`config.mk`:
```
export PLATFORM = sky130hd
export DESIGN_NAME = bytepipe_arbiter
export DESIGN_NICKNAME = d
export VERILOG_FILES = /design/src/rtl/bytepipe_pkg.sv /design/src/rtl/bytepipe_arbiter.sv
export SDC_FILE = /design/constraint.sdc
export NUM_CORES = 1
export LEC_CHECK = 0
export CAP_MARGIN = 20
export CELL_PAD_IN_SITES_DETAIL_PLACEMENT = 1
export CELL_PAD_IN_SITES_GLOBAL_PLACEMENT = 1
export CORE_MARGIN = 1.5
export CORE_UTILIZATION = 18
export CTS_CLUSTER_DIAMETER = 120
export DETAILED_ROUTE_END_ITERATION = 10
export PLACE_DENSITY_LB_ADDON = 0.08
export SYNTH_ARGS = -nofsm -noshare
export SYNTH_HDL_FRONTEND = slang
export SYNTH_SLANG_ARGS = --single-unit
```
`constraint.sdc`:
```
create_clock -name i_clk -period 1.6 [get_ports i_clk]
set_input_delay 0.32 -clock i_clk [delete_from_list [all_inputs] [get_ports i_clk]]
set_output_delay 0.32 -clock i_clk [all_outputs]
set_load 0.02 [all_outputs]
```
`src/rtl/bytepipe_pkg.sv`:
```
// Shared BytePipe definitions: data width, arbiter state encoding, counter sizing.
package bytepipe_pkg;

  localparam int unsigned BP_DATA_W = 8;

  typedef enum logic [1:0] {
    IDLE = 2'd0,
    OWN0 = 2'd1,
    OWN1 = 2'd2
  } arb_state_t;

  // Width needed to count 0..idle_cycles (never less than one bit).
  function automatic int unsigned quiet_cnt_w(input int unsigned idle_cycles);
    return (idle_cycles < 1) ? 1 : $clog2(idle_cycles + 1);
  endfunction

endpackage

```
`src/rtl/bytepipe_arbiter.sv`:
```
// Two-way BytePipe arbiter: grants the whole bidirectional link to one master
// and releases it after IDLE_CYCLES consecutive quiet cycles.
// Optional macro BYTEPIPE_ARBITER_FIXEDPRIO_EN: m0 always wins contention
// (no round-robin history register).
module bytepipe_arbiter
  import bytepipe_pkg::*;
#(
  parameter int unsigned IDLE_CYCLES = 16
) (
  input  logic                 i_clk,
  input  logic                 i_rst_n,
  input  logic [BP_DATA_W-1:0] i_m0_data,
  input  logic                 i_m0_valid,
  output logic                 o_m0_ready,
  output logic [BP_DATA_W-1:0] o_m0_data,
  output logic                 o_m0_valid,
  input  logic                 i_m0_ready,
  input  logic [BP_DATA_W-1:0] i_m1_data,
  input  logic                 i_m1_valid,
  output logic                 o_m1_ready,
  output logic [BP_DATA_W-1:0] o_m1_data,
  output logic                 o_m1_valid,
  input  logic                 i_m1_ready,
  output logic [BP_DATA_W-1:0] o_s_data,
  output logic                 o_s_valid,
  input  logic                 i_s_ready,
  input  logic [BP_DATA_W-1:0] i_s_data,
  input  logic                 i_s_valid,
  output logic                 o_s_ready,
  output logic                 o_owner,
  output logic                 o_locked
);

  localparam int unsigned     CNT_W    = quiet_cnt_w(IDLE_CYCLES);
  localparam logic [CNT_W-1:0] CNT_LAST = CNT_W'(IDLE_CYCLES - 1);

  arb_state_t       r_state;
  arb_state_t       w_next_state;
  logic [CNT_W-1:0] r_quiet_cnt;
  logic             w_own_valid;
  logic             w_own_ready;
  logic             w_quiet;
  logic             w_pick_m1;

  // Owner-side handshake signals, zero when nobody owns the link
  assign w_own_valid = (r_state == OWN0) ? i_m0_valid :
                       (r_state == OWN1) ? i_m1_valid : 1'b0;
  assign w_own_ready = (r_state == OWN0) ? i_m0_ready :
                       (r_state == OWN1) ? i_m1_ready : 1'b0;

  // Quiet: nothing offered or transferred in either direction on the owned link
  assign w_quiet = !(w_own_valid && i_s_ready) && !(i_s_valid && w_own_ready) &&
                   !w_own_valid && !i_s_valid;

`ifdef BYTEPIPE_ARBITER_FIXEDPRIO_EN
  assign w_pick_m1 = 1'b0;
`else
  logic r_last_grant;

  assign w_pick_m1 = !r_last_grant;

  // Remember the most recent grant so contention alternates
  always_ff @(posedge i_clk) begin
    if (!i_rst_n) begin
      r_last_grant <= 1'b1;
    end else if ((r_state == IDLE) && (w_next_state != IDLE)) begin
      r_last_grant <= (w_next_state == OWN1);
    end
  end
`endif

  // State register
  always_ff @(posedge i_clk) begin
    if (!i_rst_n) begin
      r_state <= IDLE;
    end else begin
      r_state <= w_next_state;
    end
  end

  // Consecutive quiet cycles while owned; cleared in IDLE and on any activity
  always_ff @(posedge i_clk) begin
    if (!i_rst_n) begin
      r_quiet_cnt <= '0;
    end else if ((r_state == IDLE) || !w_quiet) begin
      r_quiet_cnt <= '0;
    end else begin
      r_quiet_cnt <= r_quiet_cnt + CNT_W'(1);
    end
  end

  // Next state: grant from IDLE, release after the quiet window expires
  always_comb begin
    w_next_state = r_state;
    case (r_state)
      IDLE: begin
        if (i_m0_valid && i_m1_valid) begin
          w_next_state = w_pick_m1 ? OWN1 : OWN0;
        end else if (i_m0_valid) begin
          w_next_state = OWN0;
        end else if (i_m1_valid) begin
          w_next_state = OWN1;
        end
      end
      OWN0, OWN1: begin
        if (w_quiet && (r_quiet_cnt == CNT_LAST)) begin
          w_next_state = IDLE;
        end
      end
      default: w_next_state = IDLE;
    endcase
  end

  // Outputs: zero-latency forwarding between the owner and the slave only
  always_comb begin
    o_m0_ready = 1'b0;
    o_m0_data  = '0;
    o_m0_valid = 1'b0;
    o_m1_ready = 1'b0;
    o_m1_data  = '0;
    o_m1_valid = 1'b0;
    o_s_data   = '0;
    o_s_valid  = 1'b0;
    o_s_ready  = 1'b0;
    o_locked   = (r_state != IDLE);
    o_owner    = (r_state == OWN1);
    case (r_state)
      OWN0: begin
        o_s_data   = i_m0_data;
        o_s_valid  = i_m0_valid;
        o_m0_ready = i_s_ready;
        o_m0_data  = i_s_data;
        o_m0_valid = i_s_valid;
        o_s_ready  = i_m0_ready;
      end
      OWN1: begin
        o_s_data   = i_m1_data;
        o_s_valid  = i_m1_valid;
        o_m1_ready = i_s_ready;
        o_m1_data  = i_s_data;
        o_m1_valid = i_s_valid;
        o_s_ready  = i_m1_ready;
      end
      default: ;
    endcase
  end

endmodule
```
==> key figures <==
Floorplan
  – Core box area: 0.00374 sq mm
  – Initial cell density of the core: 19.3%
  – I/O pin total: 64
  – Die boundary width: 66.3 um
  – DIE AREA: 0.00439 sq mm
  – Die height: 66.3 um
  – # rows: 22

Global routing
  – Initial antenna violation count: 0
  – Largest net degree at the start of global routing: 11
  – Remaining global-route overflow: 0
  – Global-route usage over all layers: 15.9%
  – First-pass GRT wire length: 5400 um
  – Vias in the first global route: 1119

Drt
  – Via count: 1021
  – Routed len/inst: 14.7 um
  – Detail Route Antenna Nets: 0
  – DRT Pass-1 Iters: 2
  – Iter 0 DRT Violations: 11
  – DR top layer: met4
  – Met2 WL post-DR: 1780 um
  – DRT met1 WL: 1330 um
  – Met3 WL: 234 um
  – Vias per cell: 4.44
  – WL final: 3380 um
  – DRC: 0

Worst setup path
  – Worst R2R End: r_last_grant
  – CP max-delay cell: o41a_1
  – Max Fanout on Critical Path: 6
  – Critical path arrival: 1.91 ns
  – Depth of the worst register-to-register path: 8
  – Worst path cell trace: buf_6, ha_4, buf_6, buf_6, and3b_1, o41a_1, nor4b_4, o32a_1
  – CP peak stage delay: 0.39 ns
  – CP endpoint kind: register
  – Reg-to-reg critical path startpoint: r_state[1]
  – CP required: 1.71 ns
  – R2R Setup Slk: -0.20 ns
  – Worst setup SP type: register
  – CP most frequent cell: buf_6
  – Crit Path Category: register to register
  – Crit. Startpoint: r_state[1]
  – Worst setup path endpoint: r_last_grant

Power and ir drop
  – Comb pwr share: 61.2%
  – Switching pwr: 422 uW
  – Fraction of power consumed by sequential logic: 19.2%
  – Clk pwr share: 19.6%
  – P per Cell Area: 707 mW/mm^2
  – Internal power: 775 uW
  – P_leak: 0.000744 uW
  – Sw Share: 35.2%
  – Peak supply drop: 0.637 mV

STA
  – Hold WS: 0.493 ns
  – Sum of negative setup slack: -2.12 ns
  – Final Max Tran Viols: 0
  – Slew of the pin with the lowest slew margin: 0.413 ns
  – Min cycle time layout: 1.80 ns
  – Skew final: 0.00178 ns
  – RSZ-0062 raised after global routing: yes
  – Final setup fails: 31
  – Worst relative slew slack: 72.2%
  – Max Fclk: 0.556 GHz
  – Fin. Hold Viols: 0
  – Setup slack after layout: -0.197 ns
  – Period utilisation layout: 112%

CTS
  – CTS Hold Bufs: 0
  – Max Root-Sink Buffers: 2
  – Total CTS buffers: 3
  – CTS clk-pin slew, worst paths: 0.04 ns
  – Clock Sinks: 8
  – Clock Latency Late Sink: 0.22 ns
  – Clk root buf: clkbuf_8
  – CTS tree: done
  – H-tree depth: 1

Synth
  – Yosys reg bits: 8
  – Post-synthesis sequential area ratio: 22.2%
  – Yosys warning count: 0
  – Post-synthesis cell area: 721 sq um
  – Mapped Cells: 96
  – Syn avg cell area: 7.51 sq um
  – Synth Net Count: 134
  – Distinct cells, synth: 25

Finish
  – Footprint of the multi-input gates: 646 sq um
  – Synth-to-layout area growth: 135%
  – Filler cell count: 457
  – Share of post-route cells with drive strength above 1: 50.5%
  – Sequential cell area: 168 sq um
  – Fin nets: 222
  – Number of diodes: 0

Run
  – Max-Cap Viols: 0

Placed design
  – Post-DP HPWL: 2580 um
  – Final GP Congestion: 0.853
  – Port bufs: 63
  – Pre-CTS WS: -0.437 ns

Run status
  – Violated checks: negative setup slack
  – Status: finished with violations

Worst hold path
  – Worst hold path type: register to register
routing by layer:
layer | vias to the layer above | global-route usage [%]
met5 | - | 0
met1 | 480 | 17.6
met2 | 42 | 30.8
li1 | 495 | -
met4 | 0 | 3.32
met3 | 4 | 3.41
layout make-up:
cell class / instances / area share, %
Timing Repair Buffer: 88 / 44.1
Multi-Input combinational cell: 75 / 38.1
Sequential cell: 8 / 9.90
Tap cell: 48 / 3.55
Clock buffer: 3 / 2.44
Inverter: 8 / 1.92
how the worst min path moves through the flow:
stage / startpoint / to / slack [ns] / depth (start not counted)
6_report: r_quiet_cnt[0] / r_quiet_cnt[0] / 0.49 / 2
3_3_place_gp: r_quiet_cnt[3] / r_quiet_cnt[3] / 0.48 / 2
3_5_place_dp: r_quiet_cnt[3] / r_quiet_cnt[3] / 0.51 / 2
5_1_grt: r_quiet_cnt[0] / r_quiet_cnt[0] / 0.51 / 2
2_1_floorplan: r_quiet_cnt[0] / r_quiet_cnt[0] / 0.42 / 1
4_1_cts: r_quiet_cnt[3] / r_quiet_cnt[3] / 0.52 / 2
kinds of logic (layout without fill, tap and decap cells):
kind of cell | Yosys count | in the layout | synth area share, %
and+or+nand+nor | 47 | 47 | 38.2
AOI/OAI and AO/OA | 20 | 20 | 20.0
buffers and inverters | 13 | 99 | 6.77
DFF | 8 | 8 | 22.2
adders and majority gates | 6 | 6 | 10.4
xor gates and xnor gates | 2 | 2 | 2.43
layout by cell type, fill, tap and decap left out, types with 2 or more instances in the layout:
cell type / n
clkdlybuf4s50_1: 31
buf_4: 28
and2_1: 20
buf_2: 17
nor2b_2: 10
buf_6: 9
a22oi_2: 7
inv_1: 6
nor2_1: 6
dfxtp_1: 4
ha_4: 3
clkbuf_8: 3
dfxtp_2: 3
a22oi_1: 2
a21oi_2: 2
nand2_1: 2
a21oi_1: 2
ha_1: 2
metrics by stage:
step | utilization [%] | std cells | instance area [sq um] | power, uW
after global routing | 45.2 | 230 | 1690 | 1280
after floorplan | - | 96 | 766 | 534
final | 45.2 | 230 | 1690 | 1200
after CTS | 44.6 | 229 | 1670 | 1210
after detailed placement | 42.5 | 221 | 1590 | 886
after global placement | 42.5 | 221 | 1590 | 870
worst max-delay path, delay by kind of cell, from the launching register on:
family	cells	cell delay, ns
adder cells (fa/ha/maj)	1	0.15
AND/OR/NAND/NOR	2	0.32
flip-flops	1	0.33
AO/OA/AOI/OAI	2	0.53
buffers and inverters	3	0.35
power by group through the flow:
stage               clock, uW  combinational (uW)  sequential, uW
floorplan                   0                 303             232
global placement            0                 643             228
detailed placement          0                 658             228
CTS                       247                 731             229
global route              260                 791             231
finish                    235                 733             229
registers in the layout, indices dropped and copies added (netlist names):
signal / cells
r_last_grant: 1
r_quiet_cnt: 5
r_state: 2
repair_timing:
action                     4_1_cts  5_1_grt
setup endpoints to repair       35       40
pin swaps                        5        5
cloned                           0        0
hold endpoints to repair         0        0
buffers inserted                 5        3
gates resized for setup        157       12
synthesized netlist by cell type, drive strengths merged:
cell / n / area [sq um]
a21boi: 1 / 7.51
a21oi: 4 / 20.0
a22oi: 9 / 67.6
and2: 21 / 134
and3: 1 / 6.26
and3b: 1 / 8.76
clkbuf: 5 / 18.8
dfxtp: 8 / 160
ha: 6 / 75.1
inv: 8 / 30.0
nand2: 3 / 11.3
nand3: 2 / 10.0
nor2: 6 / 22.5
nor2b: 11 / 68.8
nor3: 1 / 5.00
nor4b: 1 / 8.76
o211ai: 1 / 7.51
o21ai: 1 / 5.00
o22ai: 1 / 6.26
o311ai: 1 / 8.76
o32a: 1 / 10.0
o41a: 1 / 11.3
xnor2: 1 / 8.76
xor2: 1 / 8.76
Power figures use the tool's default switching activity.
